File: config.mk
export PLATFORM = sky130hd
export DESIGN_NAME = padding_ctrl
export DESIGN_NICKNAME = d
export VERILOG_FILES = /design/src/rtl/padding_ctrl.sv
export SDC_FILE = /design/constraint.sdc
export NUM_CORES = 1
export LEC_CHECK = 0
export BUFFER_PORTS_ARGS = -buffer_cell sky130_fd_sc_hd__buf_2
export CAP_MARGIN = 30
export CORE_MARGIN = 4
export CORE_UTILIZATION = 50
export DETAILED_ROUTE_END_ITERATION = 8
export PLACE_DENSITY = 0.72
export SYNTH_ARGS = -nofsm -noshare
export SYNTH_HDL_FRONTEND = slang
export SYNTH_SLANG_ARGS = --single-unit
File: constraint.sdc
create_clock -name clk -period 2.7 [get_ports clk]
set_input_delay 0.27 -clock clk [delete_from_list [all_inputs] [get_ports clk]]
set_output_delay 0.27 -clock clk [all_outputs]
set_load 0.02 [all_outputs]
File: src/rtl/padding_ctrl.sv
// padding_ctrl: frame sequencer for the zero-padding stage.
// Walks the pad row counter 0..COUNT_MAX, fetches interior source rows from
// the line buffer, pulses the padding block enable with the row index and
// holds the padded row valid until downstream accepts it.
module padding_ctrl #(
  parameter int COUNT_MAX = 415,
  parameter int CNT_W     = 9,
  parameter int ADDR_W    = 9,
  parameter int ADDR_BASE = 0
) (
  input  logic              clk,
  input  logic              reset,
  input  logic              start,
  input  logic              abort,
  output logic              rd_req,
  output logic [ADDR_W-1:0] rd_addr,
  input  logic              rd_valid,
  output logic              pad_en,
  output logic [CNT_W-1:0]  pad_count,
  output logic              out_valid,
  output logic [CNT_W-1:0]  out_row,
  input  logic              out_ready,
  output logic              busy,
  output logic              done
);

  typedef enum logic [2:0] {
    S_IDLE  = 3'd0,
    S_FETCH = 3'd1,
    S_WAIT  = 3'd2,
    S_ISSUE = 3'd3,
    S_OUT   = 3'd4,
    S_DONE  = 3'd5
  } state_t;

  localparam logic [CNT_W-1:0]  CNT_LAST  = CNT_W'(COUNT_MAX);
  localparam logic [ADDR_W-1:0] ADDR_OFS  = ADDR_W'(ADDR_BASE);
  localparam logic [CNT_W-1:0]  CNT_ONE   = CNT_W'(1);
  localparam logic [ADDR_W-1:0] ADDR_ONE  = ADDR_W'(1);

  // Rows 0 and COUNT_MAX are all-zero border rows that need no source fetch.
  function automatic logic is_border(input logic [CNT_W-1:0] c);
    return (c == '0) || (c == CNT_LAST);
  endfunction

  // Interior row c (1..COUNT_MAX-1) maps to source row c-1 of the line buffer.
  function automatic logic [ADDR_W-1:0] src_addr(input logic [CNT_W-1:0] c);
    return ADDR_OFS + ADDR_W'(c) - ADDR_ONE;
  endfunction

  state_t              state_q, state_d;
  logic [CNT_W-1:0]    cnt_q, cnt_d;
  logic                rd_req_q, rd_req_d;
  logic [ADDR_W-1:0]   rd_addr_q, rd_addr_d;
  logic                pad_en_q, pad_en_d;
  logic [CNT_W-1:0]    pad_count_q, pad_count_d;
  logic                out_valid_q, out_valid_d;
  logic [CNT_W-1:0]    out_row_q, out_row_d;
  logic                busy_q, busy_d;
  logic                done_q, done_d;

  // Next-state and row counter; abort pre-empts every non-idle state.
  always_comb begin
    state_d = state_q;
    cnt_d   = cnt_q;
    if (abort && (state_q != S_IDLE)) begin
      state_d = S_IDLE;
      cnt_d   = '0;
    end else begin
      case (state_q)
        S_IDLE: begin
          // Row 0 is a border row, so a frame starts directly at ISSUE.
          if (start && !abort) begin
            state_d = S_ISSUE;
            cnt_d   = '0;
          end
        end
        S_FETCH: state_d = S_WAIT;
        S_WAIT: begin
          if (rd_valid) begin
            state_d = S_ISSUE;
          end
        end
        S_ISSUE: state_d = S_OUT;
        S_OUT: begin
          if (out_ready) begin
            if (cnt_q == CNT_LAST) begin
              state_d = S_DONE;
            end else begin
              cnt_d   = cnt_q + CNT_ONE;
              state_d = is_border(cnt_q + CNT_ONE) ? S_ISSUE : S_FETCH;
            end
          end
        end
        S_DONE: begin
          state_d = S_IDLE;
          cnt_d   = '0;
        end
        default: begin
          state_d = S_IDLE;
          cnt_d   = '0;
        end
      endcase
    end
  end

  // Outputs are decoded from the next state so every output is a flop that
  // is already valid in the first cycle of the state it belongs to.
  always_comb begin
    rd_req_d    = (state_d == S_FETCH);
    rd_addr_d   = rd_addr_q;
    pad_en_d    = (state_d == S_ISSUE);
    pad_count_d = pad_count_q;
    out_valid_d = (state_d == S_OUT);
    out_row_d   = out_row_q;
    busy_d      = (state_d != S_IDLE);
    done_d      = (state_d == S_DONE);
    if (state_d == S_FETCH) begin
      rd_addr_d = src_addr(cnt_d);
    end
    if (state_d == S_ISSUE) begin
      pad_count_d = cnt_d;
    end
    if (state_d == S_OUT) begin
      out_row_d = cnt_d;
    end
  end

  // State, counter and registered outputs; reset clears everything at once.
  always_ff @(posedge clk or posedge reset) begin
    if (reset) begin
      state_q     <= S_IDLE;
      cnt_q       <= '0;
      rd_req_q    <= 1'b0;
      rd_addr_q   <= '0;
      pad_en_q    <= 1'b0;
      pad_count_q <= '0;
      out_valid_q <= 1'b0;
      out_row_q   <= '0;
      busy_q      <= 1'b0;
      done_q      <= 1'b0;
    end else begin
      state_q     <= state_d;
      cnt_q       <= cnt_d;
      rd_req_q    <= rd_req_d;
      rd_addr_q   <= rd_addr_d;
      pad_en_q    <= pad_en_d;
      pad_count_q <= pad_count_d;
      out_valid_q <= out_valid_d;
      out_row_q   <= out_row_d;
      busy_q      <= busy_d;
      done_q      <= done_d;
    end
  end

  assign rd_req    = rd_req_q;
  assign rd_addr   = rd_addr_q;
  assign pad_en    = pad_en_q;
  assign pad_count = pad_count_q;
  assign out_valid = out_valid_q;
  assign out_row   = out_row_q;
  assign busy      = busy_q;
  assign done      = done_q;

endmodule
## Word level (Yosys, flattened, before mapping)

Index checks and enable logic that the tools add are counted.

| word-level totals | value |
|---|---|
| register bits | 44 |
| output and inout port bits | 32 |
| word-level logic and storage cells | 43 |

| operators by class | value |
|---|---|
| add/subtract/negate cells | 2 |
| equality and inequality tests | 10 |
| muxes and demuxes | 12 |
| reduce and logical (&&, ||, !) cells | 9 |

Operators with widths:

| cell | count |
|---|---|
| $mux 9 | 4 |
| $pmux 9 s3 | 1 |
| $eq 9x9->1 const B | 2 |
| $mux 3 | 5 |
| $pmux 3 s5 | 1 |
| $add 9x1->9 const B | 1 |
| $eq 3x2->1 const B | 3 |
| $eq 3x3->1 const B | 3 |
| $logic_not 9->1 | 1 |
| $sub 9x1->9 const B | 1 |
| $eq 3x1->1 const B | 2 |
| $reduce_bool 3->1 | 2 |
| $logic_not 3->1 | 1 |
| $reduce_or 3->1 | 1 |
| $logic_and 1x1->1 | 2 |
| $mux 2 | 1 |
| $logic_not 1->1 | 1 |
| $logic_or 1x1->1 | 1 |

## Longest topological paths before layout

Gate-level depths: netlist of run 1.

| logic depth | value |
|---|---|
| word-level depth | 9 |
| gate-level depth with buffers | 13 |

## Worst setup path after synthesis of run 1

Ideal clock, no wire load.

| path | value |
|---|---|
| path type | register -> register |
| from | reg cnt_q[0] |
| to | reg rd_addr_q[8], in the netlist rd_addr[8] |
| setup time | 0.082 ns |
| arrival | 2.740 ns |
| data required time | 2.618 ns |
| setup slack | -0.122 ns |
| cell stages (with the launch flop) | 11 |
| cell sequence | dfrtp_1 -> ha_1 -> buf_6 -> and4_4 -> buf_6 -> a21o_1 -> and3_4 -> a221o_1 -> or3_1 -> or4_1 -> a31oi_1 |

| on the way | value |
|---|---|
| longest elaborated chain between the ends | 9 |
| elaborated cells on any way between the ends | 17 |
| classes of those cells | add/sub (2); eq/ne (3); mux (10); reduce/logical (2) |

RTL lines:

| what | line | text |
|---|---|---|
| start: declaration | 52 | `logic [CNT_W-1:0] cnt_q, cnt_d;` |
| start signal: assignment | 144 | `cnt_q <= cnt_d;` |
| $add 9x1->9 | 90, 91 |  |
| $eq 9x9->1 or $logic_not 9->1 (tied branches) | 43 | `return (c == '0) \|\| (c == CNT_LAST);` |
| $logic_or 1x1->1 | 43 |  |
| $mux 2 | 91 | `state_d = is_border(cnt_q + CNT_ONE) ? S_ISSUE : S_FETCH;` |
| $mux 3 | 87 | `if (cnt_q == CNT_LAST) begin` |
| $mux 3 | 86 | `if (out_ready) begin` |
| $pmux 3 s5 | 70 | `case (state_q)` |
| $mux 3 | 66 | `if (abort && (state_q != S_IDLE)) begin` |
| $eq 3x1->1 | 118 | `if (state_d == S_FETCH) begin` |
| end signal: assignment | 146 | `rd_addr_q <= rd_addr_d;` |
| end: declaration | 54 | `logic [ADDR_W-1:0] rd_addr_q, rd_addr_d;` |

Parallel ways exist; a longest one is shown, timed or not.
A chain may end at the register's enable or synchronous reset.

## Final worst setup path of run 1

| path | value |
|---|---|
| from | reg cnt_q[6] |
| to | reg rd_addr_q[8], in the netlist rd_addr[8] |

Same word-level chain as after synthesis.

==> impl_results.rst, run 1 <==
.. list-table::
   :header-rows: 1

   * - Metric
     - Value
   * - Area growth from synthesis to layout
     - 21.28%
   * - Largest driver fanout on the critical path
     - 7
   * - Synth top area cells
     - dfrtp_1 48%, mux2_2 4.9%, mux2_1 4.4%
   * - CTS tree
     - done
   * - Minimum clock period
     - 2.585 ns
   * - Count of hold buffers inserted by post-cts repair
     - 0
   * - CP startpoint kind
     - register
   * - First-pass GRT wire length
     - 8769 um
   * - Width of the chip
     - 75.80 um
   * - EDFF count, synth
     - 0
   * - Worst vdd ir
     - 0.0003924 V
   * - Nature of the critical path endpoint
     - register
   * - Total Nets Final
     - 278
   * - #FFs+latches synth
     - 44
   * - Area fraction of the dominant cell type after synthesis
     - 47.90%
   * - Post-synthesis cell count
     - 216
   * - Number of failing setup endpoints in the final timing report
     - 0
   * - Number of cells on the critical path
     - 7
   * - Sinks on Clock Net
     - 44
   * - Chain of cells forming the critical path
     - and4bb_4 -> o31a_1 -> and3_1 -> a221o_1 -> or3_1 -> or4_1 -> a31oi_1
   * - Reg-to-reg slack, setup
     - 0.11 ns
   * - Antenna-violating nets left
     - 0
   * - FF-to-FF path depth
     - 7
   * - Final global-route overflow total
     - 0
   * - Largest area contributor in the netlist
     - dfrtp_1
   * - Mean post-synth cell area
     - 10.64 sq um
   * - Yosys warnings
     - 0
   * - Die outline area
     - 5746 sq um
   * - Share of the clock period used by the worst path after layout
     - 95.75%
   * - Via count
     - 1883
   * - Data arrival time of the worst path
     - 2.81 ns
   * - Clock Path Buffers
     - 2
   * - Layout cell share with drive strength beyond 1
     - 34.57%
   * - Leakage
     - 1.379 nW
   * - Share of flip-flops with an asynchronous set or reset after synthesis
     - 100.0%
   * - Clock Latency Late Sink
     - 0.30 ns
   * - Core region area
     - 4414 sq um
   * - CP Class
     - reg2reg
   * - DPL Wire Length
     - 4013 um
   * - Floorplan row count
     - 24
   * - Total routing resource utilization after global routing
     - 20.23%
   * - Via/cell ratio
     - 5.866
   * - Via count of the first global-routing pass
     - 1798
   * - Inserted Clock Buffers
     - 5
   * - Unrepaired setup endpoints after global routing
     - false
   * - Starting density of the core
     - 52.07%
   * - Critical-path cell with the highest stage delay
     - dfrtp_1
   * - 1st-iter DRT viols
     - 148
   * - Worst flop-to-flop path startpoint
     - cnt_q[6]
   * - Post-synth cell types
     - 58
   * - Clock transition time at the flip-flop clock pins of the worst setup and hold paths
     - 0.08 ns
   * - Required time reported for the critical path endpoint
     - 2.92 ns
   * - Fin Clk Skew
     - 0.01080 ns
   * - Cell at the root of the clock tree
     - clkbuf_8
   * - Prevailing post-synth register cell
     - dfrtp_1
   * - Sequential-to-total area share from yosys stat
     - 47.90%
   * - Overall power consumption
     - 1.924 mW
   * - Max-slew violation count
     - 0
   * - Placer congestion estimate
     - 0.9053
   * - First-pass detailed-route iteration total
     - 4
   * - Antenna violations before repair
     - 0
   * - FF-to-FF End
     - rd_addr[8]
   * - Tightest Pin Transition
     - 0.9406 ns
   * - Gate family responsible for the most delay along the worst path
     - simple AND/OR/NAND/NOR gates
   * - Power per cell area
     - 690.3 nW/um^2
   * - Outcome
     - completed
   * - Die boundary height
     - 75.80 um
   * - Number of hold-slack violations in the final timing report
     - 0
   * - Diode insertion count for antenna repair
     - 0
   * - Port Buffer Count
     - 37
   * - Slew HR
     - 36.90%
   * - F_max
     - 0.3868 GHz
   * - Crit path buf inv count
     - 0
   * - Total negative slack
     - 0 ns
   * - Longest individual stage delay on the worst path
     - 0.49 ns
   * - Number of nets produced by synthesis
     - 226
   * - Average wire per cell in the routed design
     - 16.57 um
   * - Count of pins on the block boundary
     - 38
   * - Netlist area before placement
     - 2298 sq um
   * - DRC violation count after routing
     - 0
   * - Number of violations of the max-capacitance limit
     - 0
   * - Pin count of the biggest net entering global routing
     - 28
   * - Total wire length
     - 5319 um
   * - Level count of the clock H-tree
     - 2
   * - HP Class
     - in2async
-- cells in the mapped netlist (all sizes together) (5+ instances only) --
cell and instances:
dfrtp 44, xnor2 5, inv 11, a21oi 14, o21ai 7, nor2 16
mux2 19, nand4 5, a31oi 5, buf 8, nand2 10, nand3 7
nor3 5
-- flip-flops by register name, summed over array words and instances (netlist names) --
signal / count
pad_en: 1
busy: 1
done: 1
out_row: 9
pad_count: 9
rd_req: 1
state_q: 3
rd_addr: 9
out_valid: 1
cnt_q: 9
-- per-layer routing --
metal	global-route usage (%)	part of all wire [%]
met1	27.73	45
met2	31.65	48
met3	5.013	5.8
met4	6.019	1.7
met5	0	0
-- cells in the final DEF, fill, tap and decap left out, drive strengths merged, types with 2 or more instances in the layout --
cell	count
clkinv	3
a21oi	14
nand4	5
nor3	5
ha	4
inv	11
a2111oi	3
a31oi	5
nand3	7
xnor2	5
a22oi	2
and4	2
or3	4
o21a	2
mux2	19
nor2	16
xor2	3
nand4bb	2
clkbuf	6
and3	3
dfrtp	44
or4	2
o22ai	4
o21ai	7
nand2	10
a41oi	2
a21o	4
buf	55
and2	3
-- timing repair --
item / in CTS / in global routing
pin swaps: 0 / 4
resized for setup: 1 / 11
hold endpoints to repair: 0 / 0
setup buffers: 0 / 3
endpoints found under the setup margin: 1 / 12
-- metrics by stage --
| step | utilization, % | area [sq um] | instances | hold WS (ns) | setup WS [ns] |
|---|---|---|---|---|---|
| after floorplan | - | 2301 | 216 | 0.5386 | -0.06110 |
| after global placement | 58.93 | 2601 | 310 | 0.3888 | 0.04605 |
| after detailed placement | 58.93 | 2601 | 310 | 0.4033 | 0.01097 |
| after CTS | 61.22 | 2703 | 318 | 0.07502 | 0.02661 |
| after global routing | 63.15 | 2788 | 321 | 0.09635 | 0.002517 |
| final | 63.15 | 2788 | 321 | 0.05273 | 0.1148 |
-- logic make-up after synthesis --
| family | Yosys count | synth area share, % |
|---|---|---|
| and+or+nand+nor | 64 | 16.33 |
| AOI/OAI and AO/OA | 53 | 15.62 |
| DFF | 44 | 47.90 |
| buffers and inverters | 22 | 4.681 |
| muxes | 20 | 9.744 |
| xor gates and xnor gates | 8 | 3.049 |
| adders and majority gates | 5 | 2.667 |
-- power breakdown --
group | internal (mW) | leakage, nW | total [mW] | switching [mW]
clock network | 0.209 | 0.0516 | 0.435 | 0.226
logic | 0.253 | 0.736 | 0.635 | 0.382
registers | 0.779 | 0.591 | 0.854 | 0.0750
-- worst max path at each step --
stage / startpoint / to / slack, ns
floorplan: cnt_q[1] / rd_addr[8] / -0.06
global placement: state_q[1] / rd_addr[8] / 0.05
detailed placement: state_q[1] / rd_addr[8] / 0.01
CTS: cnt_q[1] / rd_addr[8] / 0.03
global route: cnt_q[6] / rd_addr[8] / 0.003
finish: cnt_q[6] / rd_addr[8] / 0.11
-- layout make-up --
type / count / area (sq um)
fill: 357 / 1627
multi-input combinational: 150 / 1146
sequential: 44 / 1102
timing repair buffer: 55 / 332.8
clock buffer: 6 / 82.58
tap: 52 / 65.06
inverter: 12 / 45.04
clock inverter: 2 / 13.76
(Power assumes the default switching activity.)
==> inputs of run 2 (changes only) <==
- CORE_ASPECT_RATIO: default -> 0.75
==> impl_results.rst, run 2 (synthesis results as in run 1) <==
.. list-table::
   :header-rows: 1

   * - Metric
     - Value
   * - Total routing resource utilization after global routing
     - 19.01%
   * - Core region area
     - 4441 sq um
   * - Max-slew violation count
     - 0
   * - Longest individual stage delay on the worst path
     - 0.58 ns
   * - Clk pwr share
     - 20.3%
   * - Antenna violations before repair
     - 0
   * - First-pass detailed-route iteration total
     - 4
   * - Area of combinational cells with multiple inputs
     - 1114 sq um
   * - Chain of cells forming the critical path
     - nand4bb_2 -> a211oi_1 -> a32oi_1 -> o22ai_1 -> buf_4 -> nor4_1 -> xor2_1 -> mux2_2
   * - Reg-to-reg slack, setup
     - 0.04 ns
   * - FF-to-FF End
     - rd_addr[7]
   * - Sequential Area
     - 1102 sq um
   * - Layout cell share with drive strength beyond 1
     - 34.80%
   * - FF-to-FF path depth
     - 8
   * - Total internal power
     - 1.217 mW
   * - First-pass GRT wire length
     - 8487 um
   * - Critical-path cell with the highest stage delay
     - a211oi_1
   * - Inserted Clock Buffers
     - 5
   * - Switching part of the total power
     - 35.21%
   * - Via count of the first global-routing pass
     - 1699
   * - DRC violation count after routing
     - 0
   * - Hold slack final
     - 0.0003301 ns
   * - Data arrival time of the worst path
     - 2.84 ns
   * - Final global-route overflow total
     - 0
   * - Tightest Pin Transition
     - 0.7178 ns
   * - DPL Wire Length
     - 4075 um
   * - Gate family responsible for the most delay along the worst path
     - compound AO/OA/AOI/OAI gates
   * - Area growth from synthesis to layout
     - 21.67%
   * - Total Nets Final
     - 283
   * - Level count of the clock H-tree
     - 2
   * - Crit path buf inv count
     - 1
   * - Most common library cell in the layout ignoring fill and taps
     - dfrtp_1
   * - HP Class
     - in2async
   * - Via count
     - 1909
   * - Sequential power share
     - 45.7%
   * - Clock Latency Late Sink
     - 0.28 ns
   * - Clock Path Buffers
     - 2
   * - Number of hold-slack violations in the final timing report
     - 0
   * - Slew HR
     - 51.85%
   * - Port Buffer Count
     - 37
   * - Unrepaired setup endpoints after global routing
     - true
   * - Placed Instances
     - 320
   * - Share of the clock period used by the worst path after layout
     - 98.62%
   * - Number of failing setup endpoints in the final timing report
     - 0
   * - Non-filler cells, final
     - 330
   * - Largest driver fanout on the critical path
     - 7
   * - Layout filler cell count
     - 360
   * - CP startpoint kind
     - register
   * - Required time reported for the critical path endpoint
     - 2.88 ns
   * - Starting density of the core
     - 51.76%
   * - Die outline area
     - 5757 sq um
   * - Clock transition time at the flip-flop clock pins of the worst setup and hold paths
     - 0.08 ns
   * - Worst vdd ir
     - 0.0003783 V
   * - F_max
     - 0.3755 GHz
   * - Sinks on Clock Net
     - 44
   * - Count of hold buffers inserted by post-cts repair
     - 0
   * - Average wire per cell in the routed design
     - 16.01 um
   * - Number of violations of the max-capacitance limit
     - 0
   * - Pin count of the biggest net entering global routing
     - 25
   * - Count of pins on the block boundary
     - 38
   * - Antenna-violating nets left
     - 0
   * - Nature of the critical path endpoint
     - register
   * - Placer congestion estimate
     - 0.9240
   * - CP Class
     - reg2reg
   * - Diode insertion count for antenna repair
     - 0
   * - 1st-iter DRT viols
     - 205
   * - Die boundary height
     - 66.72 um
   * - Commonest non-fill, non-tap cells in the layout
     - 43 x dfrtp_1, 37 x buf_2, 21 x buf_4, 15 x nor2_1, 14 x a21oi_1
   * - Leakage
     - 1.390 nW
   * - Relative contribution of combinational cells to total power
     - 34.0%
   * - Sw Pwr
     - 0.6614 mW
   * - Fin Clk Skew
     - 0.01127 ns
   * - CTS tree
     - done
   * - Outcome
     - completed
   * - Worst flop-to-flop path startpoint
     - state_q[0]
   * - Total wire length
     - 5282 um
   * - Minimum clock period
     - 2.663 ns
   * - Via/cell ratio
     - 5.785
   * - Width of the chip
     - 86.29 um
   * - Cell at the root of the clock tree
     - clkbuf_8
   * - Floorplan row count
     - 21
   * - Power per cell area
     - 671.7 nW/um^2
## run 2: worst max path at each step
stage / cells past startpoint / start / end / slack (ns)
6_report: 8 / state_q[0] / rd_addr[7] / 0.04
5_1_grt: 9 / state_q[1] / rd_addr[7] / -0.06
4_1_cts: 9 / state_q[1] / rd_addr[8] / 0.01
3_5_place_dp: 9 / state_q[1] / rd_addr[8] / 0.01
3_3_place_gp: 8 / state_q[0] / rd_addr[7] / -0.02
2_1_floorplan: 10 / cnt_q[1] / rd_addr[8] / -0.06
## run 2: worst reg2reg max path, cell delays in order (launching register included)
cell and delay, ns:
dfrtp_1 0.47, nand4bb_2 0.40, a211oi_1 0.58, a32oi_1 0.10, o22ai_1 0.27, buf_4 0.21, nor4_1 0.07, xor2_1 0.17
mux2_2 0.28
## run 2: routing by layer
layer	global-route usage (%)	part of all wire, %	vias up
met4	3.502	0.36	0
met1	28.71	48	915
met3	4.574	7.1	2
met2	27.88	44	77
met5	0	0	-
li1	-	-	915
## run 2: through the flow
stage               TNS [ns]  util [%]  instance area [sq um]  setup slack [ns]  power, mW
floorplan           -0.06110         -                   2301          -0.06110      1.277
global placement    -0.01700     59.85                   2658          -0.01700      1.464
detailed placement         0     59.85                   2658           0.01406      1.472
CTS                        0     61.68                   2739           0.01296      1.855
global route        -0.09135     62.98                   2796          -0.06174      1.978
finish                     0     62.98                   2796           0.03714      1.878
## run 2: final cells by class
| type | instances | share of cell area (%) |
|---|---|---|
| inverters | 12 | 1.611 |
| flip-flops and latches | 44 | 39.42 |
| clock inverters | 2 | 0.4474 |
| clock buffers | 5 | 2.461 |
| multi-input cells | 150 | 39.82 |
| repair buffers | 60 | 13.69 |
| well taps | 57 | 2.550 |
## run 2: what timing repair did
item | in CTS | in global routing
setup buffers | 0 | 3
endpoints found under the setup margin | 0 | 12
gates resized for setup | 0 | 7
## run 2: power by group through the flow
stage | Sequential (mW) | Combinational [mW] | Clock [mW]
floorplan | 0.994 | 0.283 | 0
global placement | 0.860 | 0.604 | 0
detailed placement | 0.866 | 0.607 | 0
CTS | 0.855 | 0.606 | 0.394
global route | 0.874 | 0.694 | 0.410
finish | 0.859 | 0.639 | 0.381
